--- src/rtl/serial_adder.sv ---
// serial_adder: bit-serial WIDTH-bit adder around a single fulladder cell
module fulladder (
  input  logic A,
  input  logic B,
  input  logic Cin,
  output logic S,
  output logic Cout
);
  assign S    = A ^ B ^ Cin;
  assign Cout = (A & B) | (Cin & (A ^ B));
endmodule

module serial_adder #(
  parameter int WIDTH = 8
) (
  input  logic             clk,
  input  logic             rst_n,
  input  logic             start,
  input  logic [WIDTH-1:0] a,
  input  logic [WIDTH-1:0] b,
  input  logic             cin,
  output logic             busy,
  output logic             done,
  output logic [WIDTH-1:0] sum,
  output logic             cout
);
  localparam int             CW   = $clog2(WIDTH) + 1;
  localparam logic [1:0]     IDLE = 2'd0;
  localparam logic [1:0]     RUN  = 2'd1;
  localparam logic [1:0]     DONE = 2'd2;
  localparam logic [CW-1:0]  LAST = CW'(WIDTH - 1);
  logic [1:0]       r_state;
  logic [WIDTH-1:0] r_a;
  logic [WIDTH-1:0] r_b;
  logic             r_c;
  logic [CW-1:0]    r_cnt;
  logic [WIDTH-1:0] r_sum;
  logic             r_cout;
  logic             w_s;
  logic             w_co;
  logic             w_run;
  logic             w_last;
  logic [WIDTH-1:0] w_sum_nxt;
  fulladder u_fa (
    .A   (r_a[0]),
    .B   (r_b[0]),
    .Cin (r_c),
    .S   (w_s),
    .Cout(w_co)
  );
  assign w_run  = r_state == RUN;
  assign w_last = r_cnt == LAST;
  // The newest sum bit enters at the MSB; older bits sit below it, LSB first in.
  generate
    if (WIDTH == 1) begin : g_one
      assign w_sum_nxt = w_s;
    end else begin : g_psum
      logic [WIDTH-2:0] r_psum;
      assign w_sum_nxt = {w_s, r_psum};
      // Partial sum shifts right once per RUN cycle
      always_ff @(posedge clk or negedge rst_n)
        if (!rst_n) r_psum <= '0;
        else if (w_run) r_psum <= w_sum_nxt[WIDTH-1:1];
    end
  endgenerate
  // Control sequence IDLE -> RUN -> DONE -> IDLE with operand capture
  always_ff @(posedge clk or negedge rst_n)
    if (!rst_n) begin
      r_state <= IDLE;
      r_a     <= '0;
      r_b     <= '0;
      r_c     <= 1'b0;
      r_cnt   <= '0;
    end else if (r_state == IDLE) begin
      if (start) begin
        r_a     <= a;
        r_b     <= b;
        r_c     <= cin;
        r_cnt   <= '0;
        r_state <= RUN;
      end
    end else if (w_run) begin
      r_a     <= r_a >> 1;
      r_b     <= r_b >> 1;
      r_c     <= w_co;
      r_cnt   <= r_cnt + CW'(1);
      r_state <= w_last ? DONE : RUN;
    end else begin
      r_state <= IDLE;
    end
  // Result registers change only on the final RUN edge so partials never show
  always_ff @(posedge clk or negedge rst_n)
    if (!rst_n) begin
      r_sum  <= '0;
      r_cout <= 1'b0;
    end else if (w_run && w_last) begin
      r_sum  <= w_sum_nxt;
      r_cout <= w_co;
    end
  assign busy = r_state != IDLE;
  assign done = r_state == DONE;
  assign sum  = r_sum;
  assign cout = r_cout;
endmodule
--- config.mk ---
export PLATFORM = sky130hd
export DESIGN_NAME = serial_adder
export DESIGN_NICKNAME = d
export VERILOG_FILES = /design/src/rtl/serial_adder.sv
export SDC_FILE = /design/constraint.sdc
export NUM_CORES = 1
export LEC_CHECK = 0
export CAP_MARGIN = 40
export CELL_PAD_IN_SITES_DETAIL_PLACEMENT = 0
export CELL_PAD_IN_SITES_GLOBAL_PLACEMENT = 1
export CORE_ASPECT_RATIO = 1.2
export CORE_MARGIN = 4
export CORE_UTILIZATION = 36
export DETAILED_ROUTE_END_ITERATION = 16
export GPL_ROUTABILITY_DRIVEN = 0
export GPL_TIMING_DRIVEN = 1
export PLACE_DENSITY_LB_ADDON = 0.1
export SYNTH_ARGS = -nofsm -noshare
export SYNTH_HDL_FRONTEND = slang
export SYNTH_SLANG_ARGS = --single-unit
--- constraint.sdc ---
create_clock -name clk -period 1.5 [get_ports clk]
set_clock_uncertainty 0.05 [all_clocks]
set_input_delay 0.15 -clock clk [delete_from_list [all_inputs] [get_ports clk]]
set_output_delay 0.15 -clock clk [all_outputs]
set_load 0.01 [all_outputs]
Word-level counts from Yosys, hierarchy flattened
Cells that the tools add are included.
{"block": "word_totals", "regBits": 39, "in_bits": 20, "out_inout_bits": 11, "word_cells": 39}
{"block": "classes", "add_sub_neg": 1, "n_eq_ne": 4, "n_mux": 16, "bitwise": 5, "n_reduce_logical": 5}
{"operator": "$mux W8", "n": 6}
{"operator": "$mux W4", "n": 3}
{"operator": "$mux W2", "n": 4}
{"operator": "$add A4 B1 Y4 const B", "n": 1}
{"operator": "$eq A4 B3 Y1 const B", "n": 1}
{"operator": "$reduce_bool A2 Y1", "n": 2}
{"operator": "$mux W1", "n": 3}
{"operator": "$and A1 B1 Y1", "n": 2}
{"operator": "$eq A2 B1 Y1 const B", "n": 1}
{"operator": "$eq A2 B2 Y1 const B", "n": 1}
{"operator": "$logic_not A2 Y1", "n": 1}
{"operator": "$ne A2 B2 Y1 const B", "n": 1}
{"operator": "$reduce_and A2 Y1", "n": 1}
{"operator": "$xor A1 B1 Y1", "n": 2}
{"operator": "$logic_and A1 B1 Y1", "n": 1}
{"operator": "$or A1 B1 Y1", "n": 1}

Logic depth before layout (Yosys ltp)
Gate-level depths: netlist (run 1).
{"block": "logic_depth", "depth_word": 5, "depth_mapped": 5, "depth_no_buf": 4}

Modules after synthesis
Synthesis (run 1) repeated with hierarchy kept, for this count alone.
{"block": "unflattened", "hier_cells": 165, "hier_area_um2": 1735.4}
{"module": "serial_adder", "n_inst": 1, "cells_each": 164, "area_per_inst_um2": 1715.4}
{"module": "fulladder", "n_inst": 1, "cells_each": 1, "area_per_inst_um2": 20.0}

Worst setup path before layout (run 1)
Ideal clock, no wire load.
{"block": "synth_path", "path_type": "register to register", "startpoint": "register r_state[1]", "endpoint": "register r_cout, in the netlist cout", "setup_time_ns": 0.125, "arrival_ns": 1.438, "t_required_ns": 1.325, "path_slack_ns": -0.113, "stages_incl_launch_ff": 6, "path_buffers": 2, "cell_sequence": "dfrtp_1 > buf_6 > nand2b_4 > buf_6 > nor3_4 > mux2_2"}
{"block": "synth_via", "elab_chain_len": 2}
{"element": "start: declaration", "line": "32", "rtl": "logic [1:0] r_state;"}
{"element": "start signal: assignment", "line": "87", "rtl": "r_state <= w_last ? DONE : RUN;"}
{"element": "$eq A2 B1 Y1", "line": "51", "rtl": "assign w_run = r_state == RUN;"}
{"element": "$logic_and A1 B1 Y1", "line": "96", "rtl": "end else if (w_run && w_last) begin"}
{"element": "end signal: assignment", "line": "98", "rtl": "r_cout <= w_co;"}
{"element": "end: declaration", "line": "38", "rtl": "logic r_cout;"}
No other way between the ends.
A chain may end at the register's enable or synchronous reset.

Final worst setup path (run 1)
{"block": "layout_path", "startpoint": "register r_state[1]", "endpoint": "register r_sum[4], in the netlist sum[4]"}
{"block": "layout_via", "elab_chain_len": 2}
{"element": "$eq A2 B1 Y1", "line": "51"}
{"element": "$logic_and A1 B1 Y1", "line": "96"}
{"element": "end signal: assignment", "line": "97", "rtl": "r_sum <= w_sum_nxt;"}
{"element": "end: declaration", "line": "37", "rtl": "logic [WIDTH-1:0] r_sum;"}
No other way between the ends.

==> impl_metrics.env, run 1 <==
export IMPL_grt_usage_pct=12.0
export IMPL_r2r_start="r_state[1]"
export IMPL_period_minus_slack_ps=1480
export IMPL_cts_buffers=5
export IMPL_status="finished clean"
export IMPL_cts_htree_levels=2
export IMPL_rows=27
export IMPL_drv_slew=0
export IMPL_fmax_mhz=674
export IMPL_path_class="reg2reg"
export IMPL_pre_cts_ws_ps=25.3
export IMPL_numPortBuffers=30
export IMPL_finalCritPeriodShare_pct=98.9
export IMPL_max_slew_margin_pct=72.9
export IMPL_final_nets=227
export IMPL_layout_common_cells="nand2_1, dfrtp_1, clkdlybuf4s50_1"
export IMPL_vdd_drop_max_v=0.000791
export IMPL_drc=0
export IMPL_netlist_top_cells_area="dfrtp_1, nand2_1, mux2i_1"
export IMPL_initialDrtViolationCount=69
export IMPL_coreArea_sq_um=4590
export IMPL_yosysUniqueCellTypes=23
export IMPL_start_util_pct=37.2
export IMPL_ys_seq_elements=39
export IMPL_grt_pass1_vias=1272
export IMPL_syn_nets=177
export IMPL_grt_overflow=0
export IMPL_final_antenna_net_count=0
export IMPL_setup_tns_ps=0
export IMPL_wl_per_cell_um=13.3
export IMPL_synth_ff_type="dfrtp_1"
export IMPL_clkTransAtPathRegs_ps=80
export IMPL_postSynth_asyncResetShare_pct=100
export IMPL_wl_met1_um=1480
export IMPL_routed_top_layer="met4"
export IMPL_drtPass1Iterations=4
export IMPL_chipHeight_um=83.5
export IMPL_critPathArrivalTime_ps=1610
export IMPL_finalWirelength_um=3520
export IMPL_avgSynthCellArea_sq_um=11.0
export IMPL_setup_slack_ps=16.7
export IMPL_vias_per_cell=4.83
export IMPL_crit_fanout=6
export IMPL_die_width_um=70.9
export IMPL_syn_area_sq_um=1710
export IMPL_grt_pass1_wl_um=5690
export IMPL_r2r_slack_ps=20
export IMPL_fillCellCount=443
export IMPL_post_dp_hpwl_um=2430
export IMPL_reg2regPathDepth=4
export IMPL_clock_sinks=39
export IMPL_cts_tree="yes"
export IMPL_regToRegEndpoint="sum[4]"
export IMPL_clk_latency_ps=290
export IMPL_die_area_sq_um=5910
export IMPL_leakagePower_nw=1.06
export IMPL_grt_antenna_before_repair=0
export IMPL_grt_max_degree=31
export IMPL_wl_met2_um=1840
export IMPL_ios=31
export IMPL_vias=1276
export IMPL_synth_top_area_cell="dfrtp_1"
export IMPL_num_antenna_cells=0
export IMPL_instances_no_fill=264
export IMPL_drive_gt1_share_pct=21.4
export IMPL_startpoint_type="flop"
export IMPL_syn_inst=155
export IMPL_area_growth_pct=41.5
export IMPL_synth_edff_count=0
export IMPL_cts_root_buffer="clkbuf_8"
export IMPL_setup_worst_path_end_class="flop"
export IMPL_setup_viol=0
export IMPL_synth_top_area_share_pct=57.1
export IMPL_cts_buffer_depth=2
export IMPL_cap_violations=0
export IMPL_hp_class="in2async"
export IMPL_placedCellCount=248
export IMPL_rsz0062_at_grt="true"
export IMPL_worst_pin_slew_ps=406
export IMPL_powerDensity_nw_per_um2=1950
export IMPL_cp_required_ps=1630
export IMPL_wl_met3_um=152
export IMPL_synth_seq_area_share_pct=57.1
export IMPL_final_hold_viol_count=0
export IMPL_mostFrequentLayoutCell="nand2_1"
export IMPL_synth_warnings=0
worst max path at each step:
stage | startpoint | end | slack [ps] | cells past startpoint
floorplan | r_state[1] | cout | -70 | 5
global placement | r_cnt[0] | sum[4] | 60 | 5
detailed placement | r_cnt[0] | sum[0] | 30 | 5
CTS | r_cnt[0] | sum[0] | 10 | 5
global route | r_state[1] | sum[5] | -40 | 4
finish | r_state[1] | sum[4] | 20 | 4
critical path, cell delays in order (launching register included):
cell and delay [ps]:
dfrtp_2 460, nand2b_4 170, nor3_4 200, buf_6 160, mux2_2 330
cell type report:
class | count | area, sq um | area share [%]
Inverter | 2 | 7.51 | 0.311
Tap cell | 58 | 72.6 | 3.00
Clock inverter | 3 | 43.8 | 1.81
Timing Repair Buffer | 51 | 538 | 22.3
Sequential cell | 39 | 978 | 40.5
Clock buffer | 5 | 68.8 | 2.85
Multi-Input combinational cell | 106 | 707 | 29.3
cells in the mapped netlist, drive strengths merged (2+ instances only):
cell type  instances
nand2             41
dfrtp             39
o21ai             19
mux2i             15
mux2               9
nor2b              5
a21oi              4
buf                4
clkbuf             4
nor2               3
inv                2
where the power goes:
group          switching (W)  leakage [nW]  internal [W]
clock               0.000375        0.0581      0.000495
combinational       0.000882         0.506       0.00116
sequential          0.000297         0.495       0.00150
registers in the layout (all words and copies together), names as in the netlist:
| name | flops |
|---|---|
| r_a | 8 |
| r_b | 8 |
| sum | 8 |
| g_psum.r_psum | 7 |
| r_cnt | 4 |
| r_state | 2 |
| cout | 1 |
| r_c | 1 |
what timing repair did:
action	CTS	global route
endpoints found under the hold margin	15	0
cloned	0	3
setup endpoints to repair	2	25
buffers inserted	1	3
resized for setup	6	8
hold buffers	1	0
pin swaps	0	2
metrics by stage:
| step | cell area [sq um] | hold WS [ps] | total power, W | utilization [%] |
|---|---|---|---|---|
| after floorplan | 1710 | -196 | 0.00285 | - |
| after global placement | 2150 | 51.3 | 0.00350 | 46.8 |
| after detailed placement | 2150 | 51.0 | 0.00357 | 46.8 |
| after CTS | 2290 | 266 | 0.00450 | 49.9 |
| after global routing | 2420 | 284 | 0.00506 | 52.6 |
| final | 2420 | 262 | 0.00471 | 52.6 |
logic make-up after synthesis:
logic type               Yosys count  synth area share, %
AO/OA/AOI/OAI                     27                 8.57
flip-flops                        39                 57.1
buffers and inverters             10                 3.52
multiplexers                      24                 14.7
AND/OR/NAND/NOR                   53                 14.1
adder cells (fa/ha/maj)            2                 1.90
metal layers:
| metal | GRT usage (%) | up-vias |
|---|---|---|
| met3 | 3.98 | 5 |
| met2 | 21.0 | 22 |
| met1 | 13.4 | 623 |
| met5 | 0 | - |
| li1 | - | 626 |
| met4 | 4.10 | 0 |
Power figures use the tool's default switching activity.
==> run 2: changes to the inputs <==
Settings changed: CORE_UTILIZATION 36 to 35.
==> run 2 against run 1 <==
  * Clock power fell by 28%
  * Final area fell by 6.8%
  * Final cell count shrank 3.0%
  * Register-to-register slack improved by 20 ps
  * Wire length fell by 5.2%
  * Worst hold slack better by 45 ps
  * Critical path depth unchanged
  * Count of clock-buffer cells in the layout rose by 1
  * Combinational power down 15%
  * Flip-flop and latch count stayed put
  * Non-clock buffer count down 6
  * Critical endpoint is now sum[7]
  * Largest power group is now registers
==> impl_metrics.env, run 2 (synthesized netlist as in run 1, its figures left out) <==
export IMPL_status="finished clean"
export IMPL_cp_required_ps=1620
export IMPL_post_dp_hpwl_um=2570
export IMPL_drv_slew=0
export IMPL_final_cell_area_sq_um=2250
export IMPL_clock_sinks=39
export IMPL_coreArea_sq_um=4660
export IMPL_r2r_slack_ps=40
export IMPL_dpl_cell_area_sq_um=2150
export IMPL_final_antenna_net_count=0
export IMPL_initialDrtViolationCount=52
export IMPL_grt_pass1_wl_um=5790
export IMPL_setup_viol=0
export IMPL_path_class="reg2reg"
export IMPL_fillCellCount=449
export IMPL_clk_latency_ps=280
export IMPL_drive_gt1_share_pct=18.2
export IMPL_leakagePower_nw=0.980
export IMPL_reg2regPathDepth=4
export IMPL_fmax_mhz=684
export IMPL_ios=31
export IMPL_cts_htree_levels=2
export IMPL_startpoint_type="flop"
export IMPL_drc=0
export IMPL_area_growth_pct=31.8
export IMPL_finalWirelength_um=3340
export IMPL_vias=1190
export IMPL_r2r_start="r_state[1]"
export IMPL_final_nets=221
export IMPL_mostFrequentLayoutCell="nand2_1"
export IMPL_grt_pass1_vias=1293
export IMPL_layout_common_cells="nand2_1, dfrtp_1, clkdlybuf4s50_1"
export IMPL_period_minus_slack_ps=1460
export IMPL_cts_buffer_depth=2
export IMPL_chipHeight_um=84.5
export IMPL_numPortBuffers=30
export IMPL_finalCritPeriodShare_pct=97.4
export IMPL_worst_pin_slew_ps=447
export IMPL_cap_violations=0
export IMPL_grt_usage_pct=12.0
export IMPL_path_buf_inv=1
export IMPL_vias_per_cell=4.65
export IMPL_critPathArrivalTime_ps=1580
export IMPL_cts_tree="yes"
export IMPL_slowest_delay_ps=450
export IMPL_drtPass1Iterations=4
export IMPL_crit_cells=4
export IMPL_hp_class="in2async"
export IMPL_rsz0062_at_grt="true"
export IMPL_num_antenna_cells=0
export IMPL_path_cells="nand2b_4 > nor3_4 > buf_4 > mux2_2"
export IMPL_grt_antenna_before_repair=0
export IMPL_final_hold_viol_count=0
export IMPL_cts_buffers=5
export IMPL_die_area_sq_um=6070
export IMPL_max_slew_margin_pct=70.2
export IMPL_powerDensity_nw_per_um2=1850
export IMPL_power_total_w=0.00418
export IMPL_whs_ps=307
export IMPL_vdd_drop_max_v=0.000674
export IMPL_regToRegEndpoint="sum[7]"
export IMPL_wl_per_cell_um=13.0
export IMPL_rows=27
export IMPL_grt_max_degree=31
export IMPL_slowest_stage="dfrtp_2"
export IMPL_start_util_pct=36.6
export IMPL_grt_overflow=0
export IMPL_crit_family="flip-flops"
export IMPL_crit_fanout=5
export IMPL_clkTransAtPathRegs_ps=70
export IMPL_die_width_um=71.8
export IMPL_setup_worst_path_end_class="flop"
export IMPL_cts_root_buffer="clkbuf_8"
==> run 2: cell count changes in the layout (fill, tap and decap cells not counted), moves of 2 or more <==
cell | before | now
mux2_2 | 4 | 9
mux2_4 | 5 | 0
buf_6 | 3 | 1
clkbuf_16 | 2 | 0
==> run 2: layer usage <==
metal,routed length (um),vias to the layer above,global-route usage (%)
met1,1350,561,13.7
li1,-,601,-
met3,165,4,3.71
met2,1790,24,21.0
met5,0,-,0
met4,34,0,4.10
==> run 2: power by group <==
part,switching (W),internal [W],leakage (nW)
logic,0.000803,0.000941,0.448
registers,0.000304,0.00150,0.495
clock network,0.000316,0.000310,0.0371
==> run 2: how the worst max path moves through the flow <==
stage / startpoint / end
final: r_state[1] / sum[7]
after global placement: r_cnt[0] / sum[5]
after floorplan: r_state[1] / cout
after global routing: r_state[1] / sum[7]
after detailed placement: r_cnt[0] / sum[5]
after CTS: r_cnt[0] / sum[7]
==> run 2: per-stage QoR <==
step	cells	setup TNS [ps]	util, %	setup WS, ps
after floorplan	155	-608	-	-67.6
after global placement	248	0	46.1	56.0
after detailed placement	248	0	46.1	3.07
after CTS	255	0	48.1	18.1
after global routing	256	-123	48.3	-21.3
final	256	0	48.3	38.6
==> run 2: layout make-up <==
cell class              count  area (sq um)  share of cell area [%]
well taps                  58          72.6                    3.22
clock buffers               6          72.6                    3.22
flip-flops and latches     39           978                    43.5
inverters                   2          7.51                   0.334
multi-input cells         106           683                    30.4
repair buffers             45           437                    19.4
==> run 2: timing repair <==
action | 4_1_cts | 5_1_grt
hold buffers | 1 | 0
pin swaps | 0 | 1
endpoints found under the setup margin | 8 | 9
buffers inserted | 0 | 1
hold endpoints to repair | 17 | 0
gates resized for setup | 7 | 0
==> run 3: changes to the inputs <==
Settings changed: CORE_MARGIN 4 to 2, CTS_CLUSTER_DIAMETER set to 150.
==> run 3 against run 2 <==
  * Sequential share of layout area shrank 2.5 points
  * Final cell count grew 1.6%
  * Count of clock-buffer cells in the layout shrank 1
  * Highest routed layer unchanged
  * First-iteration DRC count shrank 19%
  * Final area grew 6.0%
  * Critical endpoint is now sum[0]
  * Core utilization grew 3.3 points
  * Global-route usage grew 2.1 points
==> impl_metrics.env, run 3 (synthesized netlist as in run 1, its figures left out) <==
export IMPL_clkTransAtPathRegs_ps=80
export IMPL_whs_ps=303
export IMPL_startpoint_type="flop"
export IMPL_powerDensity_nw_per_um2=2010
export IMPL_placedCellCount=248
export IMPL_rows=27
export IMPL_fmax_mhz=668
export IMPL_max_slew_margin_pct=77.7
export IMPL_vias_per_cell=4.82
export IMPL_status="finished clean"
export IMPL_vdd_drop_max_v=0.000744
export IMPL_cts_htree_levels=2
export IMPL_wl_met1_um=1420
export IMPL_grt_pass1_wl_um=5690
export IMPL_rsz0062_at_grt="true"
export IMPL_chipHeight_um=80.5
export IMPL_ios=31
export IMPL_die_width_um=67.8
export IMPL_layout_common_cells="nand2_1, dfrtp_1, clkdlybuf4s50_1"
export IMPL_cts_buffer_depth=2
export IMPL_instances_no_fill=260
export IMPL_area_growth_pct=39.7
export IMPL_final_cell_area_sq_um=2390
export IMPL_cp_required_ps=1630
export IMPL_setup_worst_path_end_class="flop"
export IMPL_leakagePower_nw=1.05
export IMPL_drtPass1Iterations=4
export IMPL_wl_met3_um=143
export IMPL_grt_usage_pct=14.1
export IMPL_cts_buffers=5
export IMPL_setup_viol=0
export IMPL_numPortBuffers=30
export IMPL_initialDrtViolationCount=42
export IMPL_num_antenna_cells=0
export IMPL_final_antenna_net_count=0
export IMPL_grt_antenna_before_repair=0
export IMPL_crit_fanout=10
export IMPL_finalWirelength_um=3380
export IMPL_vias=1253
export IMPL_grt_max_degree=40
export IMPL_worst_pin_slew_ps=334
export IMPL_finalCritPeriodShare_pct=99.8
export IMPL_post_dp_hpwl_um=2340
export IMPL_grt_overflow=0
export IMPL_clk_latency_ps=290
export IMPL_critPathArrivalTime_ps=1620
export IMPL_start_util_pct=36.9
export IMPL_routed_top_layer="met4"
export IMPL_drc=0
export IMPL_die_area_sq_um=5460
export IMPL_mostFrequentLayoutCell="nand2_1"
export IMPL_wl_met2_um=1770
export IMPL_final_nets=223
export IMPL_final_hold_viol_count=0
export IMPL_cap_violations=0
export IMPL_drive_gt1_share_pct=20.8
export IMPL_cts_root_buffer="clkbuf_8"
export IMPL_drv_slew=0
export IMPL_hp_class="in2async"
export IMPL_period_minus_slack_ps=1500
export IMPL_clock_sinks=39
export IMPL_path_class="reg2reg"
export IMPL_dpl_cell_area_sq_um=2160
export IMPL_wl_per_cell_um=13.0
export IMPL_coreArea_sq_um=4630
export IMPL_grt_pass1_vias=1263
export IMPL_cts_tree="yes"
-- run 3: changes by cell type in the layout (fill, tap and decap cells not counted), moves of 2 or more --
cell	before	now
mux2_2	9	1
mux2_4	0	8
buf_4	11	13
o21ai_0	19	16
o21ai_1	0	3
bufinv_16	0	2
-- run 3: where the power goes --
group / internal [W] / total (W) / switching [W]
sequential: 0.00150 / 0.00180 / 0.000305
combinational: 0.00108 / 0.00194 / 0.000861
clock: 0.000663 / 0.00104 / 0.000377
-- run 3: final timing paths --
check	start	to	slack, ps	cells after the start
worst min-delay path	rst_n	sum[0]	300	3
min in group clk	g_psum.r_psum[0]	g_psum.r_psum[0]	430	2
worst min register to register	g_psum.r_psum[0]	g_psum.r_psum[0]	430	2
worst max-delay path	r_cnt[0]	sum[0]	3	5
worst max register to register	r_cnt[0]	sum[0]	3	5
max in group asynchronous	rst_n	r_state[1]	880	3
-- run 3: metal layers --
layer | track usage [%] | vias to the layer above
li1 | - | 608
met1 | 16.6 | 612
met2 | 23.9 | 26
met3 | 4.34 | 7
met4 | 4.80 | 0
met5 | 0 | -
-- run 3: through the flow --
stage | worst slack, ps | TNS (ps) | power (W) | util, %
after floorplan | -67.6 | -608 | 0.00285 | -
after global placement | 39.2 | 0 | 0.00352 | 46.7
after detailed placement | -34.7 | -245 | 0.00360 | 46.7
after CTS | 4.41 | 0 | 0.00470 | 50.5
after global routing | -58.0 | -1040 | 0.00516 | 51.6
final | 2.86 | 0 | 0.00478 | 51.6
-- run 3: layout make-up --
class | count | area [sq um]
Clock buffer | 5 | 68.8
Multi-Input combinational cell | 106 | 731
Timing Repair Buffer | 47 | 460
Sequential cell | 39 | 978
Tap cell | 58 | 72.6
Fill cell | 392 | 2240
Inverter | 2 | 7.51
Clock inverter | 3 | 67.6
-- run 3: timing repair --
| item | in CTS | in global routing |
|---|---|---|
| pin swaps | 1 | 1 |
| hold endpoints to repair | 39 | 0 |
| setup endpoints to repair | 11 | 33 |
| hold buffers | 1 | 0 |
| gates cloned | 0 | 0 |
| gates resized for setup | 5 | 15 |
| buffers inserted | 3 | 0 |
-- run 3: worst max-delay path, cell delays in order (launching register included) --
cell	delay (ps)
dfrtp_1	400
ha_4	170
nand2_4	50
nor3_4	200
buf_12	170
mux2_2	330
